### config.mk
export PLATFORM = sky130hd
export DESIGN_NAME = io_dec_printer
export DESIGN_NICKNAME = d
export VERILOG_FILES = /design/src/rtl/io_pkg.sv /design/src/rtl/io_sync_fifo.sv /design/src/rtl/io_dec_printer.sv
export SDC_FILE = /design/constraint.sdc
export NUM_CORES = 1
export LEC_CHECK = 0
export CORE_MARGIN = 2
export CORE_UTILIZATION = 28
export CTS_CLUSTER_DIAMETER = 60
export DETAILED_ROUTE_END_ITERATION = 6
export GPL_ROUTABILITY_DRIVEN = 0
export HOLD_SLACK_MARGIN = 0.12
export PLACE_DENSITY_LB_ADDON = 0.2
export SKIP_CTS_REPAIR_TIMING = 1
export SYNTH_ARGS = -nofsm -noshare
export SYNTH_HDL_FRONTEND = slang
export SYNTH_SLANG_ARGS = --single-unit
### constraint.sdc
create_clock -name clk -period 2.2 [get_ports clk]
set_input_delay 0.22 -clock clk [delete_from_list [all_inputs] [get_ports clk]]
set_output_delay 0.22 -clock clk [all_outputs]
set_load 0.02 [all_outputs]
### src/rtl/io_pkg.sv
// Shared constants, FSM state encoding and sizing helper for the decimal print port.
package io_pkg;

    localparam logic [7:0] ASCII_ZERO = 8'h30;
    localparam logic [7:0] ASCII_NL   = 8'h0A;

    typedef enum logic [2:0] {
        IDLE,
        CONV,
        SKIP,
        EMIT,
        NL
    } state_t;

    // ceil(width * log10(2)), log10(2) approximated as 0.30103
    function automatic int unsigned min_digits(input int unsigned width);
        return (width * 30103 + 99999) / 100000;
    endfunction

endpackage

### src/rtl/io_sync_fifo.sv
// Synchronous word FIFO with first-word fall-through head and registered occupancy.
module io_sync_fifo #(
    parameter int unsigned DATA_W = 32,
    parameter int unsigned DEPTH  = 4
) (
    input  logic                     clk,
    input  logic                     rst,
    input  logic                     push,
    input  logic [DATA_W-1:0]        wdata,
    input  logic                     pop,
    output logic [DATA_W-1:0]        head_c,
    output logic                     full_c,
    output logic                     empty_c,
    output logic [$clog2(DEPTH):0]   level
);

    localparam int unsigned PTR_W = $clog2(DEPTH);
    localparam int unsigned LVL_W = PTR_W + 1;

    logic [DATA_W-1:0] mem [DEPTH];
    logic [PTR_W:0]    wr_ptr;
    logic [PTR_W:0]    rd_ptr;
    logic              do_push;
    logic              do_pop;

    // Extra pointer MSB distinguishes full from empty when the indices match
    assign full_c  = (wr_ptr[PTR_W] != rd_ptr[PTR_W]) && (wr_ptr[PTR_W-1:0] == rd_ptr[PTR_W-1:0]);
    assign empty_c = (wr_ptr == rd_ptr);
    assign head_c  = mem[rd_ptr[PTR_W-1:0]];
    assign do_push = push && !full_c;
    assign do_pop  = pop && !empty_c;

    always_ff @(posedge clk) begin
        if (rst) begin
            wr_ptr <= '0;
            rd_ptr <= '0;
            level  <= '0;
        end else begin
            if (do_push) wr_ptr <= wr_ptr + (PTR_W+1)'(1);
            if (do_pop)  rd_ptr <= rd_ptr + (PTR_W+1)'(1);
            level <= level + LVL_W'(do_push) - LVL_W'(do_pop);
        end
    end

    always_ff @(posedge clk) begin
        if (do_push) mem[wr_ptr[PTR_W-1:0]] <= wdata;
    end

endmodule

### src/rtl/io_dec_printer.sv
// Turns each io_write rising edge into an unsigned decimal ASCII line on a valid/ready byte stream.
module io_dec_printer
    import io_pkg::*;
#(
    parameter int unsigned DATA_W  = 32,
    parameter int unsigned DIGITS  = min_digits(DATA_W),
    parameter int unsigned DEPTH   = 4,
    parameter logic [7:0]  NL_CHAR = ASCII_NL
) (
    input  logic                     clk,
    input  logic                     rst,
    input  logic                     io_write,
    input  logic [DATA_W-1:0]        io_data,
    output logic [7:0]               tx_data,
    output logic                     tx_valid,
    input  logic                     tx_ready,
    output logic                     busy,
    output logic [$clog2(DEPTH):0]   fifo_level,
    output logic                     overflow
);

    localparam int unsigned LVL_W = $clog2(DEPTH) + 1;
    localparam int unsigned BCD_W = DIGITS * 4;
    localparam int unsigned IDX_W = (DIGITS > 1) ? $clog2(DIGITS) : 1;
    localparam int unsigned CNT_W = $clog2(DATA_W);

    state_t            state, state_nxt;
    logic              prev;
    logic [DATA_W-1:0] shift, shift_nxt;
    logic [BCD_W-1:0]  bcd, bcd_nxt, bcd_adj;
    logic [CNT_W-1:0]  cnt, cnt_nxt;
    logic [IDX_W-1:0]  idx, idx_nxt, msd;
    logic [3:0]        dig_cur, dig_next;
    logic [7:0]        tx_data_nxt;
    logic              tx_valid_nxt;
    logic              busy_nxt;
    logic [LVL_W-1:0]  lvl_nxt;
    logic              accept_c, push_ok_c, pop_c;
    logic [DATA_W-1:0] head_c;
    logic              full_c, empty_c;

    assign accept_c  = io_write && !prev;
    assign push_ok_c = accept_c && !full_c;

    io_sync_fifo #(
        .DATA_W (DATA_W),
        .DEPTH  (DEPTH)
    ) u_fifo (
        .clk     (clk),
        .rst     (rst),
        .push    (accept_c),
        .wdata   (io_data),
        .pop     (pop_c),
        .head_c  (head_c),
        .full_c  (full_c),
        .empty_c (empty_c),
        .level   (fifo_level)
    );

    // Edge detector and sticky drop flag; a full FIFO drops even if a pop happens this cycle
    always_ff @(posedge clk) begin
        if (rst) begin
            prev     <= 1'b0;
            overflow <= 1'b0;
        end else begin
            prev <= io_write;
            if (accept_c && full_c) overflow <= 1'b1;
        end
    end

    always_ff @(posedge clk) begin
        if (rst) begin
            state    <= IDLE;
            shift    <= '0;
            bcd      <= '0;
            cnt      <= '0;
            idx      <= '0;
            tx_data  <= '0;
            tx_valid <= 1'b0;
            busy     <= 1'b0;
        end else begin
            state    <= state_nxt;
            shift    <= shift_nxt;
            bcd      <= bcd_nxt;
            cnt      <= cnt_nxt;
            idx      <= idx_nxt;
            tx_data  <= tx_data_nxt;
            tx_valid <= tx_valid_nxt;
            busy     <= busy_nxt;
        end
    end

    always_comb begin
        state_nxt    = state;
        shift_nxt    = shift;
        bcd_nxt      = bcd;
        cnt_nxt      = cnt;
        idx_nxt      = idx;
        tx_data_nxt  = tx_data;
        tx_valid_nxt = tx_valid;
        pop_c        = 1'b0;
        bcd_adj      = bcd;
        msd          = '0;
        dig_cur      = '0;
        dig_next     = '0;

        // Digit taps: add-3 correction, top nonzero digit, current and next digit to print
        for (int unsigned d = 0; d < DIGITS; d++) begin
            if (bcd[d*4 +: 4] >= 4'd5) bcd_adj[d*4 +: 4] = bcd[d*4 +: 4] + 4'd3;
            if (bcd[d*4 +: 4] != 4'd0) msd = IDX_W'(d);
            if (IDX_W'(d) == idx)      dig_cur = bcd[d*4 +: 4];
            if (IDX_W'(d + 1) == idx)  dig_next = bcd[d*4 +: 4];
        end

        case (state)
            IDLE: begin
                if (!empty_c) begin
                    pop_c     = 1'b1;
                    shift_nxt = head_c;
                    bcd_nxt   = '0;
                    cnt_nxt   = '0;
                    state_nxt = CONV;
                end
            end
            CONV: begin
                bcd_nxt   = {bcd_adj[BCD_W-2:0], shift[DATA_W-1]};
                shift_nxt = {shift[DATA_W-2:0], 1'b0};
                cnt_nxt   = cnt + CNT_W'(1);
                if (cnt == CNT_W'(DATA_W - 1)) state_nxt = SKIP;
            end
            SKIP: begin
                idx_nxt   = msd;
                state_nxt = EMIT;
            end
            EMIT: begin
                if (!tx_valid) begin
                    tx_valid_nxt = 1'b1;
                    tx_data_nxt  = ASCII_ZERO + {4'h0, dig_cur};
                end else if (tx_ready) begin
                    if (idx == '0) begin
                        tx_data_nxt = NL_CHAR;
                        state_nxt   = NL;
                    end else begin
                        idx_nxt     = idx - IDX_W'(1);
                        tx_data_nxt = ASCII_ZERO + {4'h0, dig_next};
                    end
                end
            end
            NL: begin
                if (tx_ready) begin
                    tx_valid_nxt = 1'b0;
                    state_nxt    = IDLE;
                end
            end
            default: state_nxt = IDLE;
        endcase

        lvl_nxt  = fifo_level + LVL_W'(push_ok_c) - LVL_W'(pop_c);
        busy_nxt = (state_nxt != IDLE) || (lvl_nxt != '0);
    end

endmodule
# Word-level counts from Yosys, hierarchy flattened

Memories as Yosys holds them, arrays and structs flattened. A register that Yosys moved wholly into a read port is not among the register bits.
Cells that the tools add are included.

Register bits after elaboration: 105
Latch bits: 0
RAM bits: 128
ROM bits: 0
Bits of input ports: 36
Output and inout bits: 14
Memories: 1

Memory list:

| memory     | depth | bits a word | read ports | clocked after Yosys merged registers in | write ports | line               | text |
|---|---|---|---|---|---|---|---|
| u_fifo.mem | 4     | 32          | 1          | 1                                       | 1           | io_sync_fifo.sv:20 | `logic [DATA_W-1:0] mem [DEPTH];` |

$add $sub $neg: 19
Multiply operators: 0
Divide/modulo/power cells: 0
Order comparisons: 10
Equality and inequality tests: 24
Shifts and indexed selects: 0
Multiplexer cells: 67
Bitwise operators: 0
Reduce and logical (&&, ||, !) cells: 29

Operators by type and width:

| cell                                                                                | count |
|---|---|
| 4-bit 2-to-1 mux                                                                    | 40 |
| 40-bit case mux with 2 select lines                                                 | 1 |
| 32-bit case mux with 2 select lines                                                 | 1 |
| 4-bit by 3-bit greater-or-equal comparator with 1-bit output, second input constant | 10 |
| 40-bit 2-to-1 mux                                                                   | 1 |
| 4-bit by 2-bit adder with 4-bit output, second input constant                       | 9 |
| 4-bit nonzero test                                                                  | 9 |
| 32-bit 2-to-1 mux                                                                   | 1 |
| 3-bit 2-to-1 mux                                                                    | 7 |
| 3-bit by 4-bit equality test with 1-bit output, first input constant                | 4 |
| 8-bit 2-to-1 mux                                                                    | 2 |
| 3-bit case mux with 5 select lines                                                  | 1 |
| 6-bit by 4-bit adder with 7-bit output, first input constant                        | 2 |
| 4-bit equality test, first input constant                                           | 3 |
| 2-bit != test, second input constant                                                | 5 |
| 5-bit case mux with 2 select lines                                                  | 1 |
| 2-bit by 4-bit equality test with 1-bit output, first input constant                | 2 |
| 4-bit case mux with 2 select lines                                                  | 1 |
| 7-bit 2-to-1 mux                                                                    | 1 |
| 3-bit by 1-bit adder with 3-bit output, second input constant                       | 2 |
| 3-bit by 2-bit equality test with 1-bit output, second input constant               | 2 |
| 1-bit 2-to-1 mux                                                                    | 6 |
| 2-bit AND reduction                                                                 | 3 |
| 2-bit nonzero test                                                                  | 3 |
| 23 further kinds                                                                    | 32 |

# Depth between registers and ports, before layout

Depth in word-level cells: 15
Depth in mapped cells: 9
Gate-level depth less buffers: 8

# By module

A second synthesis with hierarchy kept.

Cell total of the unflattened synthesis: 1,002
Area total of the unflattened synthesis: 10,963.0 um^2

By module, submodules not included:

| module         | instances | cells each | area an instance (um^2) |
|---|---|---|---|
| io_dec_printer | 1         | 751        | 5,636.7 |
| io_sync_fifo   | 1         | 251        | 5,326.4 |

# Least setup slack after synthesis

No wires, ideal clock.

Path type: flip-flop to flip-flop
From: reg u_fifo.wr_ptr[0]
To: mem u_fifo.mem[3][0], enable pin
Library setup time: 0.394 ns
Arrival: 1.763 ns
Setup slack: 0.043 ns
Stages on the path, launching flop included: 4
Cell sequence: dfxtp_1 xnor2_1 a31oi_2 and2_1

Word-level cells in the longest chain between the ends: 6

RTL lines:

| item                                   | line                 | text |
|---|---|---|
| start, declared                        | io_sync_fifo.sv:21   | `logic [PTR_W:0] wr_ptr;` |
| start signal, assigned                 | io_sync_fifo.sv:39   | `if (do_push) wr_ptr <= wr_ptr + (PTR_W+1)'(1);` |
| 2-bit equality test                    | io_sync_fifo.sv:27   | `assign full_c = (wr_ptr[PTR_W] != rd_ptr[PTR_W]) && (wr_ptr[PTR_W-1:0] == rd_ptr[PTR_W-1:0]);` |
| 1-bit logical AND                      | io_sync_fifo.sv:27   |  |
| 1-bit zero test                        | -                    |  |
| 1-bit logical AND                      | -                    |  |
| via push_ok_c                          | io_dec_printer.sv:38 | `logic accept_c, push_ok_c, pop_c;` |
| 1-bit 2-to-1 mux                       | io_sync_fifo.sv:46   | `if (do_push) mem[wr_ptr[PTR_W-1:0]] <= wdata;` |
| 1-bit 2-to-1 mux (not written as such) | io_sync_fifo.sv:46   |  |
| end, declared                          | io_sync_fifo.sv:20   |  |

The timed path passes the listed nets, and every way through them passes these cells.

# Final worst setup path

From: reg idx[1]
To: reg idx[0]

Word-level cells in the longest chain between the ends: 3

RTL lines:

| item                          | line                  | text |
|---|---|---|
| start, declared               | io_dec_printer.sv:32  | `logic [IDX_W-1:0] idx, idx_nxt, msd;` |
| start signal, assigned        | io_dec_printer.sv:86  | `idx <= idx_nxt;` |
| 4-bit zero test               | io_dec_printer.sv:140 | `if (idx == '0) begin` |
| 2-bit != test (no line)       | -                     |  |
| 4-bit AND reduction (no line) | -                     |  |

Every way passes these cells.
A chain may end at the register's enable or synchronous reset.

==> results.cfg <==
[power_and_ir_drop]
ir_drop_mv = 0.753
p_per_area_nw_per_um2 = 969
power_mw = 13.0
p_leak_nw = 4.59

[timing]
max_freq_mhz = 482
finalWorstSetupSlack_ns = 0.125
period_needed_ns = 2.07
setup_viol = 0
hold_ws_ns = 0.254
clock_skew_ns = 0.0183
slew_viol_final = 0
rsz0062_at_grt = false
worst_slew_pin_slew_ns = 0.615
relSlewSlack = 0.589
hold_viol_final = 0
min_period_over_period = 0.943

[synthesis]
async_reset_ff_frac = 0
ys_seq_area_frac = 0.537
synth_seq_cells = 232
synth_area_um2 = 11000
synth_edf_count = 128
ys_warn_count = 0
ys.flop_type = edfxtp_1
avgSynthCellArea_um2 = 11.4
syn_inst = 972
ys_types = 63

[placed_design]
dp_hpwl_um = 17500
port_buffers = 47
place_area_um2 = 12500
place_ws_ns = -0.00788

[finish]
area_delta_synth_final_pct = 21.5
fin_util = 0.345
num_antenna_cells = 0
drive_gt1_frac = 0.160
postLayoutCellArea_um2 = 13400
fin_nets = 1121

[floorplanning]
initial_core_util = 0.284
die_area_um2 = 41000
rows = 72
die_width_um = 203
dieHeight_um = 203
core-area_um2 = 38800
num_io_pins = 50

[clock_tree]
cts.clk_slew.worst_paths_ns = 0.06
cts_tree = done
numCtsBuffers = 26
cts.sinks = 232
clk_latency_ns = 0.56
ctsHtreeMaxLevel = 1
cts_buffer_depth = 3
cts_root_buffer = clkbuf_16

[drt]
viasPerCell = 4.85
antenna_left = 0
dr.pass1.iters = 5
drcViolationCount = 0
vias = 7689
drt_iter0_drc = 386
routed_wl_um = 26400
wl_per_cell_um = 16.7

[global_route]
grt_pass1_wl_um = 42600
grt_max_degree = 56
grt_overflow_total = 0
grt_usage = 0.130
antenna_found_initial = 0
grt_pass1_vias = 7718

[outcome]
status = complete, no violations

[run]
drv_cap = 0

[critical_path]
worstSetupPathType = flop to flop
crit_fanout = 5
worstPathArrival_ns = 2.53
critPathRequiredTime_ns = 2.66
critPathCaptureType = flop
cp-start-kind = flop

[worst_hold_path]
hp-class = input pin to flop
[flip-flops by register name (all words and copies together), names as in the netlist, named ones only]
| name | cells |
|---|---|
| overflow | 1 |
| tx_valid | 1 |
| shift | 32 |
| u_fifo.mem | 128 |
| idx | 4 |
| state | 3 |
| prev | 1 |
| u_fifo.level | 3 |
| cnt | 5 |
| tx_data | 5 |
| u_fifo.rd_ptr | 3 |
| bcd | 40 |
| u_fifo.wr_ptr | 3 |
| busy | 1 |
[synthesized netlist by cell type (16+ instances only)]
cell | n | area share
a211oi_1 | 40 | 0.027
edfxtp_1 | 128 | 0.35
ha_1 | 37 | 0.042
mux4_2 | 32 | 0.065
clkbuf_1 | 44 | 0.015
dfxtp_1 | 104 | 0.19
a22oi_1 | 22 | 0.015
nand3_1 | 19 | 0.0086
a21oi_1 | 69 | 0.031
inv_1 | 32 | 0.011
buf_2 | 16 | 0.0073
nor3_1 | 23 | 0.010
xnor2_1 | 18 | 0.014
nand2b_1 | 26 | 0.015
mux2i_1 | 41 | 0.037
nor2_1 | 109 | 0.037
nand2_1 | 41 | 0.014
o21ai_0 | 40 | 0.018
[report_power, final]
group | leakage [nW] | total [mW] | switching [mW] | internal [mW]
logic | 2.14 | 3.21 | 1.76 | 1.45
registers | 2.02 | 5.34 | 0.265 | 5.08
clock network | 0.430 | 4.44 | 1.81 | 2.64
total | 4.59 | 13.0 | 3.83 | 9.16
[placed cells by master, fill, tap and decap left out, types with 32 or more instances in the layout]
cell / netlist / final
inv_1: 32 / 32
o21ai_0: 40 / 40
mux2i_1: 41 / 41
clkdlybuf4s50_1: 0 / 46
buf_4: 3 / 65
mux4_2: 32 / 32
a211oi_1: 40 / 40
ha_1: 37 / 36
edfxtp_1: 128 / 128
nor2_1: 109 / 109
nand2_1: 41 / 40
a21oi_1: 69 / 69
dfxtp_1: 104 / 102
[per-stage QoR]
| stage | instances | TNS, ns |
|---|---|---|
| 2_1_floorplan | 973 | 0 |
| 3_3_place_gp | 1537 | -0.00505 |
| 3_5_place_dp | 1537 | -0.00788 |
| 4_1_cts | 1585 | 0 |
| 5_1_grt | 1586 | 0 |
| 6_report | 1586 | 0 |
[layer usage]
layer  up-vias  global-route usage  wire, um
met5         -                   0         0
met1      3761               0.167     12000
met2       122               0.217     12500
met4         0              0.0396       739
met3        40              0.0281      1140
li1       3766                   -         -
[cells by family after synthesis]
logic type	Yosys count	share of synthesized area
AND/OR/NAND/NOR	268	0.119
flip-flops	232	0.537
AO/OA/AOI/OAI	231	0.136
buffers and inverters	107	0.0450
multiplexers	75	0.104
adder cells (fa/ha/maj)	37	0.0419
XOR/XNOR	21	0.0167
other	1	0.000340
[worst paths after layout]
check,from,end,slack [ns],depth (start not counted)
worst min register to register,shift[11],shift[12],0.50,2
worst max-delay path,idx[1],idx[0],0.13,7
worst min-delay path,io_write,prev,0.25,2
worst max register to register,idx[1],idx[0],0.13,7
[area by class of cell]
type                       count  area [um2]
fill                        3867       25400
tap                          518         648
inverter                      32         120
multi-input combinational    634        4670
sequential                   232        5930
clock buffer                  34         711
clock inverter                14         173
timing repair buffer         122        1160
[critical path, cell delays in order (launching register included)]
cell and delay, ns:
dfxtp_1 0.38, inv_1 0.11, ha_1 0.25, nor3b_4 0.20, o21a_1 0.22, or2_4 0.25, or4_1 0.50, o31ai_1 0.07
(Power assumes the default switching activity.)
